$ cat src/rtl/simon_round_scheduler.sv
// Control sequencer for one SIMON block operation: key-expansion handshake, round iteration, result handoff.
// Optional SIMON_DECRYPT_EN adds a dec input that swaps halves and reverses the round-key order.
module simon_round_scheduler #(
  parameter int N  = 16,
  parameter int M  = 4,
  parameter int T  = 32,
  parameter int Cb = 5
) (
  input  logic             clk,
  input  logic             R,
  input  logic             inValid,
  output logic             inReady,
  input  logic [2*N-1:0]   inBlock,
  input  logic [M*N-1:0]   inKey,
  input  logic             newKey,
`ifdef SIMON_DECRYPT_EN
  input  logic             dec,
`endif
  output logic             outValid,
  input  logic             outReady,
  output logic [2*N-1:0]   outBlock,
  output logic             expnR,
  output logic             expNew,
  output logic [M*N-1:0]   expKey,
  input  logic             expDone,
  input  logic [T*N-1:0]   expKeys,
  output logic [2*N-1:0]   rndIn,
  output logic [N-1:0]     rndKey,
  input  logic [2*N-1:0]   rndOut
);

  typedef enum logic [2:0] {IDLE, KRST, KREQ, ROUND, DONE} state_t;

  state_t         state, nstate;
  logic [N-1:0]   x, y, ldx, ldy;
  logic [Cb-1:0]  cnt, kidx;
  logic           keyValid, decq, accept, last, rekey;

  assign inReady  = (state == IDLE);
  assign accept   = inValid && inReady;
  assign rekey    = newKey || !keyValid;
  assign last     = (cnt == Cb'(T-1));
  assign outValid = (state == DONE);
  // KRST drops the expansion unit's reset so its sticky doneKey cannot satisfy the next KREQ.
  assign expnR    = !R && (state != KRST);
  assign rndIn    = {x, y};
  assign kidx     = decq ? (Cb'(T-1) - cnt) : cnt;
  assign rndKey   = expKeys[kidx*N +: N];
  assign outBlock = outValid ? (decq ? {y, x} : {x, y}) : '0;

`ifdef SIMON_DECRYPT_EN
  always_ff @(posedge clk or posedge R) begin
    if (R)           decq <= 1'b0;
    else if (accept) decq <= dec;
  end

  always_comb begin
    ldx = dec ? inBlock[N-1:0]   : inBlock[2*N-1:N];
    ldy = dec ? inBlock[2*N-1:N] : inBlock[N-1:0];
  end
`else
  assign decq = 1'b0;
  assign ldx  = inBlock[2*N-1:N];
  assign ldy  = inBlock[N-1:0];
`endif

  always_ff @(posedge clk or posedge R) begin
    if (R) state <= IDLE;
    else   state <= nstate;
  end

  always_comb begin
    nstate = state;
    case (state)
      IDLE:    if (accept) nstate = rekey ? KRST : ROUND;
      KRST:    nstate = KREQ;
      KREQ:    if (expDone) nstate = ROUND;
      ROUND:   if (last) nstate = DONE;
      DONE:    if (outReady) nstate = IDLE;
      default: nstate = IDLE;
    endcase
  end

  always_ff @(posedge clk or posedge R) begin
    if (R) begin
      x        <= '0;
      y        <= '0;
      cnt      <= '0;
      keyValid <= 1'b0;
      expNew   <= 1'b0;
      expKey   <= '0;
    end else begin
      case (state)
        IDLE: if (accept) begin
          x   <= ldx;
          y   <= ldy;
          cnt <= '0;
          if (rekey) expKey <= inKey;
        end
        KRST: expNew <= 1'b1;
        KREQ: if (expDone) begin
          keyValid <= 1'b1;
          expNew   <= 1'b0;
          cnt      <= '0;
        end
        ROUND: begin
          {x, y} <= rndOut;
          // Hold at T-1 on the final update instead of wrapping.
          if (!last) cnt <= cnt + 1'b1;
        end
        default: ;
      endcase
    end
  end

endmodule

$ cat config.mk
export PLATFORM = sky130hd
export DESIGN_NAME = simon_round_scheduler
export DESIGN_NICKNAME = d
export VERILOG_FILES = /design/src/rtl/simon_round_scheduler.sv
export SDC_FILE = /design/constraint.sdc
export NUM_CORES = 1
export LEC_CHECK = 0
export CAP_MARGIN = 20
export CELL_PAD_IN_SITES_DETAIL_PLACEMENT = 1
export CELL_PAD_IN_SITES_GLOBAL_PLACEMENT = 2
export CORE_AREA = 2 2 308 310
export DETAILED_ROUTE_END_ITERATION = 7
export DIE_AREA = 0 0 310 312
export PLACE_DENSITY_LB_ADDON = 0.1
export SLEW_MARGIN = 0
export SYNTH_ARGS = -nofsm -noshare
export SYNTH_HDL_FRONTEND = slang
export SYNTH_SLANG_ARGS = --single-unit
$ cat constraint.sdc
create_clock -name clk -period 9.8 [get_ports clk]
set_input_delay 0.98 -clock clk [delete_from_list [all_inputs] [get_ports clk]]
set_output_delay 0.98 -clock clk [all_outputs]
set_load 0.02 [all_outputs]
# Word level (Yosys, flattened, before mapping)
# Cells that the tools add are included.
[totals]
reg_bits = 106
inputBits = 646
output_inout_bits = 148
[classes]
n_addsub = 1
mux = 17
reduce_logical = 15
shifts = 1
n_eq_ne = 11
[ops]
columns = ["operator", "count"]
rows = [
  ["512-bit by 10-bit indexed part select with 16-bit output", 1],
  ["16-bit case mux with 2 select lines", 2],
  ["16-bit 2-to-1 mux", 2],
  ["32-bit 2-to-1 mux", 1],
  ["5-bit 2-to-1 mux", 3],
  ["3-bit case mux with 5 select lines", 1],
  ["5-bit case mux with 3 select lines", 1],
  ["3-bit 2-to-1 mux", 4],
  ["4-bit AND reduction", 2],
  ["3-bit by 2-bit equality test with 1-bit output (second input constant)", 2],
  ["2-bit inequality test (second input constant)", 3],
  ["2-bit AND reduction", 3],
  ["5-bit by 1-bit adder with 5-bit output (second input constant)", 1],
  ["5-bit equality test (second input constant)", 1],
  ["2-bit by 1-bit inequality test with 1-bit output (second input constant)", 2],
  ["2-bit nonzero test", 2],
  ["3-bit by 1-bit equality test with 1-bit output (second input constant)", 1],
  ["3-bit equality test (second input constant)", 1],
  ["3-bit logical NOT", 1],
  ["3-bit by 1-bit inequality test with 1-bit output (second input constant)", 1],
  ["3-bit AND reduction", 1],
  ["3-bit nonzero test", 1],
  ["1-bit logical AND", 2],
  ["1-bit logical NOT", 2],
  ["4 further kinds", 4],
]

# Longest topological paths before layout
[depth]
word_depth = 5
mapped_depth = 8
ltp_nobuf = 6

# Worst setup path after synthesis
# Ideal clock, no wire load.
[synth_timing]
path_kind = "input to output"
start = "in expKeys[112]"
end = "out rndKey[0]"
path_buffers = 0
cell_stages = 4
arrival_ps = 2083
required_ps = 8820
setup_slack_ps = 6737
cell_sequence = "mux4_2 -> a22o_1 -> a2111oi_2 -> a21oi_1"
[synth_via]
elab_chain_cells = 1
[synth_rtl]
columns = ["item", "line", "source"]
rows = [
  ["start, declared", "26", "input logic [T*N-1:0] expKeys,"],
  ["512-bit by 10-bit indexed part select with 16-bit output", "48", "assign rndKey = expKeys[kidx*N +: N];"],
  ["end, declared", "28", "output logic [N-1:0] rndKey,"],
]
# Every way passes these cells.

# Final worst setup path
[layout_timing]
start = "reg cnt[0]"
end = "out rndKey[7]"
[layout_via]
elab_chain_cells = 1
[layout_rtl]
columns = ["item", "line", "source"]
rows = [
  ["start, declared", "36", "logic [Cb-1:0] cnt, kidx;"],
  ["start signal, assigned", "109", "if (!last) cnt <= cnt + 1'b1;"],
  ["512-bit by 10-bit indexed part select with 16-bit output", "48", ""],
]
# Every way passes these cells.

==> summary.txt <==
Power and ir drop
  – Internal cell power: 2.05 mW
  – Clk network pwr share: 0.111
  – Power per cell area: 209 mW/mm^2
  – Switch share: 0.466
  – P_sw: 1.79 mW
  – Comb power frac: 0.698
  – P_leak: 6.89 nW
  – Sequential power share: 0.191
  – Max rail drop VDD: 0.000166 V

Logic synthesis
  – Syn. warnings: 0
  – Synth area leaders: dfrtp_1, mux4_2, mux2i_1
  – Netlist cell types: 41
  – Flops & latches, synth: 106
  – Compound-Gate Fraction of Synth Area: 0.136
  – Synth Area in Adders: 0.00288
  – Syn_area_per_cell: 12.2 um^2
  – FFs w/ async S/R, synth: 1.00
  – EDFF count, synth: 0
  – Sequential share of the synthesized area: 0.305
  – Mapped Cells: 710
  – Synth Flop Type: dfrtp_1
  – Main combinational cell family by area after synthesis: multiplexers
  – Mapped Area: 0.00869 mm^2
  – Commonest cells in the netlist: dfrtp_1, mux2i_1, mux4_2, mux2_2, o21ai_0
  – Mux contribution to synthesized area: 0.447
  – Post-Synth Simple-Gate Area: 0.0563
  – Synth Area in XOR/XNOR: 0
  – Synth top area share: 0.305
  – Synth area leader: dfrtp_1
  – Syn nets: 1358
  – Most common cell in the netlist: dfrtp_1

Critical path
  – Worst setup SP type: register
  – R2r setup slk: 6.66 ns
  – Worst Path Required: 8.82 ns
  – Critical path type: register to primary output
  – Worst-path fanout max: 108
  – CP Capture Type: primary output
  – Crit path DAT: 4.60 ns

Finish
  – Multi-input gate area: 0.00564 mm^2
  – Final core utilization: 0.197
  – # nets final: 2102
  – Fill cells: 10600
  – Fin cells: 2724
  – Final Cell Area: 0.0183 mm^2
  – Register area: 0.00266 mm^2
  – Area delta synth->final: 111%
  – Share of cells above drive strength 1: 0.153

CTS
  – Root buffer cell: clkbuf_16
  – Worst skew pair latency: 0.39 ns
  – CTS tree: yes
  – CTS clk-pin slew, worst paths: 0.10 ns
  – Num Clock Sinks: 106
  – Cells resized by post-CTS repair: 0
  – Cts hold-fix bufs: 0
  – CTS Buf Count: 9
  – Max clock buf depth: 2
  – Post CTS Setup Buffer Count: 0
  – H-tree levels: 3

Routing
  – Number of DRC markers in iteration 0: 258
  – Detail Route Antenna Nets: 0
  – Wire per inst: 28.9 um
  – Routed WL: 78.8 mm
  – Drt drc: 0
  – Detailed-route via count: 9773
  – DRT Pass-1 Iters: 4
  – Vias/cell: 3.59

Die
  – IO Pins: 794
  – Starting Density: 0.0934
  – CORE AREA: 0.0930 mm^2
  – Chip Width: 310 um
  – Die ar.: 0.0967 mm^2
  – Row cnt: 112
  – Die height: 312 um

Place
  – Routability cong.: 0.806
  – DP Wirelength: 66.2 mm
  – Post-Place Cells: 2697
  – # port buffers: 793
  – Placed inst area: 0.0180 mm^2
  – Dpl ws: 4.36 ns

Outcome
  – Status: finished, final reports clean

STA
  – Period Utilization, post-route: 0.569
  – Fin. Hold Viols: 0
  – Worst setup margin: 4.22 ns
  – RSZ-0062 raised after global routing: no
  – Slew at the pin with the worst max-slew slack: 0.967 ns
  – Slew Viols, Final: 0
  – Final min period: 5.58 ns
  – Fmax: 179 MHz
  – Setup violators final: 0
  – Max Clock Skew: 0.0254 ns
  – Slew HR: 0.355
  – Setup_tns: 0 ns

GRT
  – Initial antenna violation count: 27
  – Number of global-route vias before repair: 10900
  – First-pass GRT wire length: 103 mm
  – Remaining global-route overflow: 0
  – All-Layer GR Usage: 0.156
  – Pin count of the biggest net entering global routing: 109

Run
  – Max cap viols: 0

Hold path
  – Hold Path Class: register to register
## cell usage in the layout, fill, tap and decap left out, drive strengths merged, types with 4 or more instances in the layout
| cell | Yosys | layout |
|---|---|---|
| a21oi | 35 | 35 |
| dfrtp | 106 | 106 |
| nand2 | 36 | 36 |
| nand3 | 4 | 4 |
| o221ai | 16 | 16 |
| inv | 6 | 8 |
| a22o | 15 | 15 |
| mux4 | 95 | 95 |
| a22oi | 17 | 17 |
| nor2 | 9 | 9 |
| clkdlybuf4s50 | 0 | 793 |
| a2111oi | 15 | 15 |
| clkinv | 0 | 4 |
| diode | 0 | 11 |
| mux2i | 99 | 99 |
| o21ai | 38 | 38 |
| mux2 | 67 | 67 |
| buf | 45 | 16 |
| clkbuf | 31 | 9 |
| o22ai | 15 | 15 |
| and3 | 34 | 34 |
## routing by layer
layer | share of wire | routed length [um] | global-route usage
met5 | 0.0022 | 172 | 0
met4 | 0.0089 | 698 | 0.0202
met3 | 0.10 | 8040 | 0.0614
met2 | 0.52 | 41100 | 0.290
met1 | 0.37 | 28800 | 0.169
## power groups by stage
stage | clock (mW) | combinational, mW | sequential [mW]
after global routing | 0.473 | 2.87 | 0.765
after detailed placement | 0 | 2.77 | 0.749
after global placement | 0 | 2.76 | 0.754
final | 0.427 | 2.67 | 0.732
after floorplan | 0 | 1.38 | 0.802
after CTS | 0.462 | 2.78 | 0.743
## logic make-up (layout without fill, tap and decap cells)
kind of cell	count (synthesis)	after routing
mux	261	261
compound gates	163	163
flops	106	106
simple gates	96	96
buf+inv	82	831
fa+ha+maj	2	2
other cells	0	11
## state kept, by name, indices dropped and copies added, names as in the netlist
register and flops:
y 16, keyValid 1, x 16, expKey 64, cnt 5, expNew 1
state 3
## worst max-delay path, stage by stage (launching register included)
cell and delay [ns]:
dfrtp_4 0.76, buf_12 0.62, buf_4 0.70, mux4_2 0.59, a21oi_1 0.42, a21oi_1 0.27, clkdlybuf4s50_1 0.65
## layout make-up
class,count,area share
well taps,1254,0.0855
clock inverters,7,0.00587
multi-input cells,522,0.308
repair buffers,809,0.441
flip-flops and latches,106,0.145
diodes,11,0.00150
inverters,6,0.00136
clock buffers,9,0.0123
## stage by stage
step / power (mW) / hold WS [ns]
floorplan: 2.18 / 0.444
global placement: 3.52 / 0.466
detailed placement: 3.52 / 0.468
CTS: 3.99 / 0.495
global route: 4.11 / 0.539
finish: 3.83 / 0.492
## path summary, 6_finish.rpt
kind	from	to	cells after the start
min reg2reg	keyValid	keyValid	1
min	keyValid	keyValid	1
max	cnt[0]	rndKey[7]	6
max reg2reg	cnt[0]	cnt[0]	7
min in group asynchronous	R	expNew	2
max in group asynchronous	R	cnt[0]	4
Power figures use the tool's default switching activity.
